## config.mk

```make
export PLATFORM = sky130hd
export DESIGN_NAME = control_seq
export DESIGN_NICKNAME = d
export VERILOG_FILES = /design/src/rtl/control_seq.sv
export SDC_FILE = /design/constraint.sdc
export NUM_CORES = 1
export LEC_CHECK = 0
export ABC_AREA = 1
export ABC_CLOCK_PERIOD_IN_PS = 1300
export BUFFER_PORTS_ARGS = -buffer_cell sky130_fd_sc_hd__buf_2
export CAP_MARGIN = 20
export CORE_MARGIN = 3
export CORE_UTILIZATION = 40
export CTS_CLUSTER_DIAMETER = 40
export DETAILED_ROUTE_END_ITERATION = 8
export GPL_ROUTABILITY_DRIVEN = 1
export MAX_ROUTING_LAYER = met4
export PLACE_DENSITY_LB_ADDON = 0.3
export SYNTH_ARGS = -nofsm -noshare
export SYNTH_HDL_FRONTEND = slang
export SYNTH_SLANG_ARGS = --single-unit
```

## constraint.sdc

```tcl
create_clock -name clock -period 1.3 [get_ports clock]
set_input_delay 0.325 -clock clock [delete_from_list [all_inputs] [get_ports clock]]
set_output_delay 0.325 -clock clock [all_outputs]
set_load 0.01 [all_outputs]
```

## src/rtl/control_seq.sv

```systemverilog
`timescale 1ns/1ps
// control_seq -- five-phase instruction sequencer with debounced run/stop
// and (optionally) single-step buttons.
//
// Optional feature macro: CTRL_STEP_EN (adds the step port and single-step logic).
//
// Ports
//   clock, reset           : system clock, asynchronous active-low reset
//   exec                   : run/stop button (asynchronous, bouncy)
//   step                   : single-step button (only with CTRL_STEP_EN)
//   instruction[15:0]      : current IR contents
//   SZCV[3:0]              : flags {S,Z,C,V}
//   in_valid / in_ack      : external input handshake for the IN instruction
//   phase[4:0]             : one-hot phase, bit0 = P1 .. bit4 = P5
//   systemRunning, halted  : run status
//   updateIR/SZCV/PC       : register enables for P1 / P3 / P5
//   addressSrc .. memToReg : datapath controls
//   ALUOp[3:0]             : ALU operation
//
// Opcode map assumed: [15:14]=00 LD, 01 ST, 10 immediate/branch group
// (sub-op in [13:11], branch condition in [10:8]), 11 ALU group (op in [7:4]).
module control_seq #(
   parameter int DEBOUNCE_LEN = 16,
   parameter int DBW          = 16
) (
   input  logic        clock,
   input  logic        reset,
   input  logic        exec,
`ifdef CTRL_STEP_EN
   input  logic        step,
`endif
   input  logic [15:0] instruction,
   input  logic [3:0]  SZCV,
   input  logic        in_valid,
   output logic        in_ack,
   output logic [4:0]  phase,
   output logic        systemRunning,
   output logic        halted,
   output logic        updateIR,
   output logic        updateSZCV,
   output logic        updatePC,
   output logic        addressSrc,
   output logic        regDst,
   output logic        ALUSrcAR,
   output logic        ALUSrcBR,
   output logic        DRSrc,
   output logic        outputEnable,
   output logic        inputEnable,
   output logic        memWrite,
   output logic        branch,
   output logic        regWrite,
   output logic        memToReg,
   output logic [3:0]  ALUOp
);

`ifdef CTRL_STEP_EN
   localparam int NB = 2;   // button 0 = exec, button 1 = step
`else
   localparam int NB = 1;
`endif
   localparam logic [DBW-1:0] DB_LAST = DBW'(DEBOUNCE_LEN - 1);

   typedef enum logic [4:0] {
      P1 = 5'b00001,
      P2 = 5'b00010,
      P3 = 5'b00100,
      P4 = 5'b01000,
      P5 = 5'b10000
   } phase_e;

   logic [NB-1:0]  btn_raw;
   logic [NB-1:0]  sync1_q, sync1_d, sync2_q, sync2_d;
   logic [NB-1:0]  stab_q, stab_d, rise_q, rise_d;
   logic [DBW-1:0] cnt_q [NB];
   logic [DBW-1:0] cnt_d [NB];
   phase_e         phase_q, phase_d;
   logic           run_q, run_d, halted_q, halted_d, stop_q, stop_d;
   logic           exec_rise;
   logic           is_ld, is_st, is_li, is_b, is_bcc, is_alu, is_in, is_out, is_halt;
   logic           writer, take, s_xor_v;
   logic           unused_bits;

`ifdef CTRL_STEP_EN
   logic           step_rise;
   assign btn_raw   = {step, exec};
   assign step_rise = rise_q[1];
`else
   assign btn_raw   = exec;
`endif
   assign exec_rise   = rise_q[0];
   assign unused_bits = ^{SZCV[1], instruction[3:0]};

   // Synchroniser + debouncer: the counter tracks how many consecutive
   // cycles the synchronised level has differed from the accepted level.
   // rise_q is a one-cycle pulse registered when a new high level is accepted.
   always_comb begin
      sync1_d = btn_raw;
      sync2_d = sync1_q;
      stab_d  = stab_q;
      rise_d  = '0;
      for (int b = 0; b < NB; b++) begin
         cnt_d[b] = '0;
         if (sync2_q[b] != stab_q[b]) begin
            if (cnt_q[b] == DB_LAST) begin
               stab_d[b] = sync2_q[b];
               rise_d[b] = sync2_q[b];
            end else begin
               cnt_d[b] = cnt_q[b] + 1'b1;
            end
         end
      end
   end

   // Instruction decode
   always_comb begin
      is_ld   = (instruction[15:14] == 2'b00);
      is_st   = (instruction[15:14] == 2'b01);
      is_li   = (instruction[15:11] == 5'b10000);
      is_b    = (instruction[15:11] == 5'b10100);
      is_bcc  = (instruction[15:11] == 5'b10111);
      is_alu  = (instruction[15:14] == 2'b11);
      is_in   = is_alu && (instruction[7:4] == 4'b1100);
      is_out  = is_alu && (instruction[7:4] == 4'b1101);
      is_halt = is_alu && (instruction[7:4] == 4'b1111);
      // ALU writers: ADD..XOR (0000-0100), MOV (0110), shifts (10xx), IN (1100)
      writer  = is_ld || is_li ||
                (is_alu && ((instruction[7:4] <= 4'b0100) ||
                            (instruction[7:4] == 4'b0110) ||
                            (instruction[7:6] == 2'b10)   ||
                            (instruction[7:4] == 4'b1100)));
      s_xor_v = SZCV[3] ^ SZCV[0];
      take    = is_b;
      if (is_bcc) begin
         case (instruction[10:8])
            3'b000:  take = SZCV[2];
            3'b001:  take = s_xor_v;
            3'b010:  take = SZCV[2] | s_xor_v;
            3'b011:  take = ~SZCV[2];
            default: take = 1'b0;
         endcase
      end
   end

   // Phase sequencer. Stop requests (and single step, which starts with a
   // stop already pending) only take effect at the end of P5.
   always_comb begin
      phase_d  = phase_q;
      run_d    = run_q;
      halted_d = halted_q;
      stop_d   = stop_q;
      if (!run_q) begin
         phase_d = P1;
         if (exec_rise) begin
            run_d    = 1'b1;
            halted_d = 1'b0;
            stop_d   = 1'b0;
         end
`ifdef CTRL_STEP_EN
         else if (step_rise) begin
            run_d    = 1'b1;
            halted_d = 1'b0;
            stop_d   = 1'b1;
         end
`endif
      end else begin
         if (exec_rise) stop_d = 1'b1;
         case (phase_q)
            P1: phase_d = P2;
            P2: phase_d = P3;
            P3: phase_d = P4;
            P4: if (!(is_in && !in_valid)) phase_d = P5;
            P5: begin
               phase_d = P1;
               // HALT and a pending stop collapse into one stop
               if (is_halt || stop_q || exec_rise) begin
                  run_d  = 1'b0;
                  stop_d = 1'b0;
                  if (is_halt) halted_d = 1'b1;
               end
            end
            default: phase_d = P1;
         endcase
      end
   end

   // Outputs
   always_comb begin
      phase         = phase_q;
      systemRunning = run_q;
      halted        = halted_q;
      in_ack        = run_q && (phase_q == P4) && is_in && in_valid;
      updateIR      = run_q && (phase_q == P1);
      updateSZCV    = run_q && (phase_q == P3);
      updatePC      = run_q && (phase_q == P5) && !is_halt;
      addressSrc    = run_q && (phase_q == P4);
      memWrite      = run_q && (phase_q == P4) && is_st;
      regWrite      = run_q && (phase_q == P5) && writer;
      branch        = run_q && (phase_q == P5) && take;
      outputEnable  = run_q && (phase_q == P3) && is_out;
      regDst        = is_ld;
      ALUSrcAR      = is_alu;
      ALUSrcBR      = (instruction[15:14] != 2'b10);
      DRSrc         = is_alu && instruction[7];
      inputEnable   = is_in;
      memToReg      = is_ld || is_in;
      ALUOp         = 4'b0000;
      if (is_alu)     ALUOp = instruction[7:4];
      else if (is_li) ALUOp = 4'b0110;
   end

   always_ff @(posedge clock or negedge reset) begin
      if (!reset) begin
         sync1_q  <= '0;
         sync2_q  <= '0;
         stab_q   <= '0;
         rise_q   <= '0;
         for (int b = 0; b < NB; b++) cnt_q[b] <= '0;
         phase_q  <= P1;
         run_q    <= 1'b0;
         halted_q <= 1'b0;
         stop_q   <= 1'b0;
      end else begin
         sync1_q  <= sync1_d;
         sync2_q  <= sync2_d;
         stab_q   <= stab_d;
         rise_q   <= rise_d;
         for (int b = 0; b < NB; b++) cnt_q[b] <= cnt_d[b];
         phase_q  <= phase_d;
         run_q    <= run_d;
         halted_q <= halted_d;
         stop_q   <= stop_d;
      end
   end

endmodule

```

Word-level counts from Yosys, hierarchy flattened
Cells that the tools add are included.

Register bits after elaboration: 28. Latch bits: 0. Memory bits (writable): 0. Bits in read-only memories: 0. Logic and storage cells: 95. Memories kept: 0.

$add $sub $neg: 1. Multiply operators: 0. Div/mod/pow operators: 0. $lt $le $gt $ge: 1. Eq/ne operators: 25. Shift-type cells: 0. Multiplexer cells: 24. Bitwise gates (word level): 3. Reduce and logical (&&, ||, !) cells: 32.

Operators with widths (number): $mux 16 (2); $eq 5x5->1 const B (4); $pmux 5 s4 (1); $logic_and 1x1->1 (17); $add 16x1->16 const B (1); $eq 16x4->1 const B (1); $mux 1 (16); $eq 4x4->1 const B (3); $mux 5 (2); $logic_or 1x1->1 (8); $eq 3x2->1 const B (2); $ne 2x1->1 const B (3); $eq 5x1->1 const B (1); $eq 5x2->1 const B (1); $eq 5x3->1 const B (1); $eq 5x4->1 const B (1); $eq 2x2->1 const B (2); $eq 4x3->1 const B (1); $le 4x3->1 const B (1); $mux 4 (1); $pmux 1 s4 (1); $reduce_and 4->1 (1); $eq 3x1->1 const B (1); $logic_not 3->1 (1); other kinds (12) (13).

Depth between registers and ports, before layout
Depth in word-level cells: 7. Gate-level depth with buffers: 8. Gate-level depth less buffers: 8.

Worst setup path before layout
No wires, ideal clock.

Path kind: flip-flop to output port. Start: register phase_q[1], in the netlist phase[1]. End: output port in_ack. Arrival: 1.235 ns. Required time: 0.975 ns. Setup slack: -0.260 ns. Stages on the path, launching flop included: 6. Buffers on the path: 0. Cells stage by stage: dfrtp_1 nor2_4 nand4_1 nor2_2 inv_1 nor3_1.

Longest elaborated chain between the ends: 4.

RTL lines: start, declared (RTL line 76) `phase_e phase_q, phase_d;`; start signal, assigned (RTL line 228) `phase_q <= phase_d;`; $eq 5x4->1; $logic_and 1x1->1; named net addressSrc (RTL line 42) `output logic addressSrc,`; $logic_and 1x1->1 (2 in a row) (RTL line 191) `in_ack = run_q && (phase_q == P4) && is_in && in_valid;`; end, declared (RTL line 35) `output logic in_ack,`.

The timed path passes the listed nets, and every way through them passes these cells.

Worst setup path after layout
Start: register phase_q[1], in the netlist phase[1]. End: output port memWrite.

Longest elaborated chain between the ends: 3.

RTL lines: $eq 5x4->1 (RTL line 196) `memWrite = run_q && (phase_q == P4) && is_st;`; $logic_and 1x1->1 (2 in a row) (RTL line 196); end, declared (RTL line 49) `output logic memWrite,`.

No other way between the ends.

==> summary.txt <==
Cells and area
  – Diodes inserted: 0
  – Layout Nets: 357
  – Fin util: 0.689
  – Area Growth Syn to Fin: 59.0%
  – Post-Layout Cell Count: 379
  – Share of cells above drive strength 1: 0.474

Yosys
  – Syn Area/Cell: 7.11 um2
  – Area leader, netlist: dfrtp_1
  – Largest cells by area after synthesis: dfrtp_1 (40%), nand2_1 (11%), nor2_1 (11%)
  – Ys flop type: dfrtp_1
  – Synth unique cells: 25
  – Mapped Cells: 235
  – Most common cell in the netlist: nand2_1
  – Ys Warns: 0
  – Post-synth ARST share: 1.00
  – Mapped Area: 1670 um2
  – Number of synthesized register bits: 28
  – Synth Net Count: 260
  – Post-synth EDFFs: 0
  – Top cells by count, synth: nand2_1 (49), nor2_1 (48), inv_1 (35)
  – Synth top area share: 0.404
  – Register area share after synthesis: 0.420

Placed design
  – Buffers added on ports: 44
  – GPL Wtd Cong: 0.914
  – Setup WS pre-CTS: -0.238 ns
  – Hpwl dp: 3260 um
  – Post-Place Cells: 359

Timing
  – Period Utilization, post-route: 1.41
  – Slew HR: 0.817
  – Clock Skew: 0.00318 ns
  – Final Max Tran Viols: 0
  – Final setup viols: 22
  – Final period demand of the worst path: 1.83 ns
  – Worst hold margin: 0.153 ns
  – Achievable Freq: 0.545 GHz
  – Least-Margin Pin Slew: 0.273 ns
  – Fin. Hold Viols: 0
  – Setup slack after layout: -0.535 ns
  – RSZ-0062 raised after global routing: yes

Critical path
  – Crit Path Max Fanout: 3
  – Startpoint types: register
  – Req. time, crit path: 0.98 ns
  – Worst setup EP type: output pin
  – CP arrival: 1.51 ns
  – R2r worst-path depth: 7
  – WS Path Type: reg -> out

Route
  – WL/cell: 11.9 um
  – Via count: 1,811
  – Routed WL: 4510 um
  – Drt initial violations: 139
  – Vias per std cell: 4.78
  – Post-DRT Antenna Nets: 0
  – Length of the first detailed-routing pass in iterations: 4
  – DRC Markers: 0

Power and ir drop
  – Total power after layout: 2.42 mW
  – Peak VDD IR: 595 uV
  – Leakage: 1.36 nW
  – Net switching fraction of the power: 0.309
  – Seq pwr share: 0.414
  – Clock Power Share: 0.196
  – Int Pwr: 1.67 mW
  – PwrDens: 912 nW/um2
  – Power share of the combinational group: 0.390
  – Psw: 0.749 mW

Run status
  – Status: finished with violations
  – Failing checks: setup timing

Clocking
  – Clock root cell: clkbuf_8
  – Longest Clk Path Bufs: 2
  – CTS buffer count: 3
  – Sink Count: 28
  – Skew-Pair Late Insertion Delay: 0.27 ns
  – Clk pin slew, worst setup/hold paths: 0.09 ns
  – H-tree Lvls: 1
  – CTS tree: built

Run
  – Max Cap Viol: 0

Global routing
  – Grt ovf: 0
  – Largest net degree at the start of global routing: 20
  – GRT Total Usage: 0.184
  – Initial antenna violation count: 0
  – First-pass GRT wire length: 7350 um
  – Vias in the first global route: 1,665

Min path
  – Hold Crit Depth: 1
  – Hold Crit Class: in -> reg

Floorplan
  – Die extent in y: 70.6 um
  – I/O pins: 50
  – Die X-Extent: 70.6 um
  – Initial Utilization: 0.433
  – Num rows: 22
  – Core ar.: 3850 um2
  – Die area: 4990 um2
worst paths after layout:
kind                                      start                    to  slack, ns
setup / recovery           phase[1]$_DFFE_PN0P_              memWrite      -0.53
hold / removal                             exec     sync1_q$_DFF_PN0_       0.15
setup reg to reg           phase[1]$_DFFE_PN0P_  phase[3]$_DFFE_PN0P_      -0.07
hold reg to reg               sync1_q$_DFF_PN0_     sync2_q$_DFF_PN0_       0.36
max in group asynchronous                 reset  phase[0]$_DFFE_PN1P_       0.40
min in group asynchronous                 reset   cnt_q[11]$_DFF_PN0_       0.45
cell type report:
type,count,area (um2)
Tap cell,48,60.1
Sequential cell,28,706
Inverter,37,144
Timing Repair Buffer,94,689
Multi-Input combinational cell,168,1010
Fill cell,300,1200
Clock buffer,4,45.0
logic make-up (layout without fill, tap and decap cells):
| logic type | count (synthesis) | after routing | share of synthesized area |
|---|---|---|---|
| flops | 28 | 28 | 0.420 |
| buf+inv | 39 | 135 | 0.0906 |
| simple gates | 149 | 149 | 0.409 |
| compound gates | 11 | 11 | 0.0359 |
| xor+xnor | 7 | 7 | 0.0367 |
| fa+ha+maj | 1 | 1 | 0.00749 |
power by group through the flow:
stage,Combinational [mW],Clock [mW],Sequential (mW)
final,0.944,0.476,1.00
after global routing,1.02,0.524,1.01
after CTS,0.832,0.492,1.00
after detailed placement,0.692,0,1.02
after global placement,0.679,0,1.02
after floorplan,0.269,0,1.05
flip-flops by register name, summed over array words and instances, names as in the netlist:
name,cells
halted,1
stab_q,1
systemRunning,1
sync1_q,1
cnt_q,16
stop_q,1
phase,5
sync2_q,1
exec_rise,1
repair_timing:
action,4_1_cts,5_1_grt
setup endpoints to repair,21,39
buffers inserted,11,6
pin swaps,12,18
hold buffers,1,0
hold endpoints to repair,9,0
resized for setup,21,47
per-stage QoR:
stage,setup TNS [ns],area (um2)
after floorplan,-0.630,1710
after global placement,-1.87,2250
after detailed placement,-2.16,2250
after CTS,-4.35,2460
after global routing,-6.20,2660
final,-4.37,2660
critical path, cell delays in order (launching register included):
cell and delay [ns]:
dfrtp_2 0.43, nor2_4 0.13, nand4_1 0.16, nor2_4 0.14, inv_2 0.06, nor3_2 0.14, buf_2 0.18
layout by cell type, fill, tap and decap left out, types with 11 or more instances in the layout:
cell	count
buf_2	35
nand2_1	42
nand4_1	11
nor2_4	11
inv_1	29
nor2_1	36
dfrtp_1	24
buf_4	42
buf_6	15
nand3_1	14
routing by layer:
layer / global-route usage / vias up / part of all wire
met1: 0.245 / 834 / 0.43
met4: 0.0459 / 0 / 0.012
li1: - / 928 / -
met5: - / - / 0
met2: 0.295 / 43 / 0.51
met3: 0.0284 / 6 / 0.049
(Power assumes the default switching activity.)
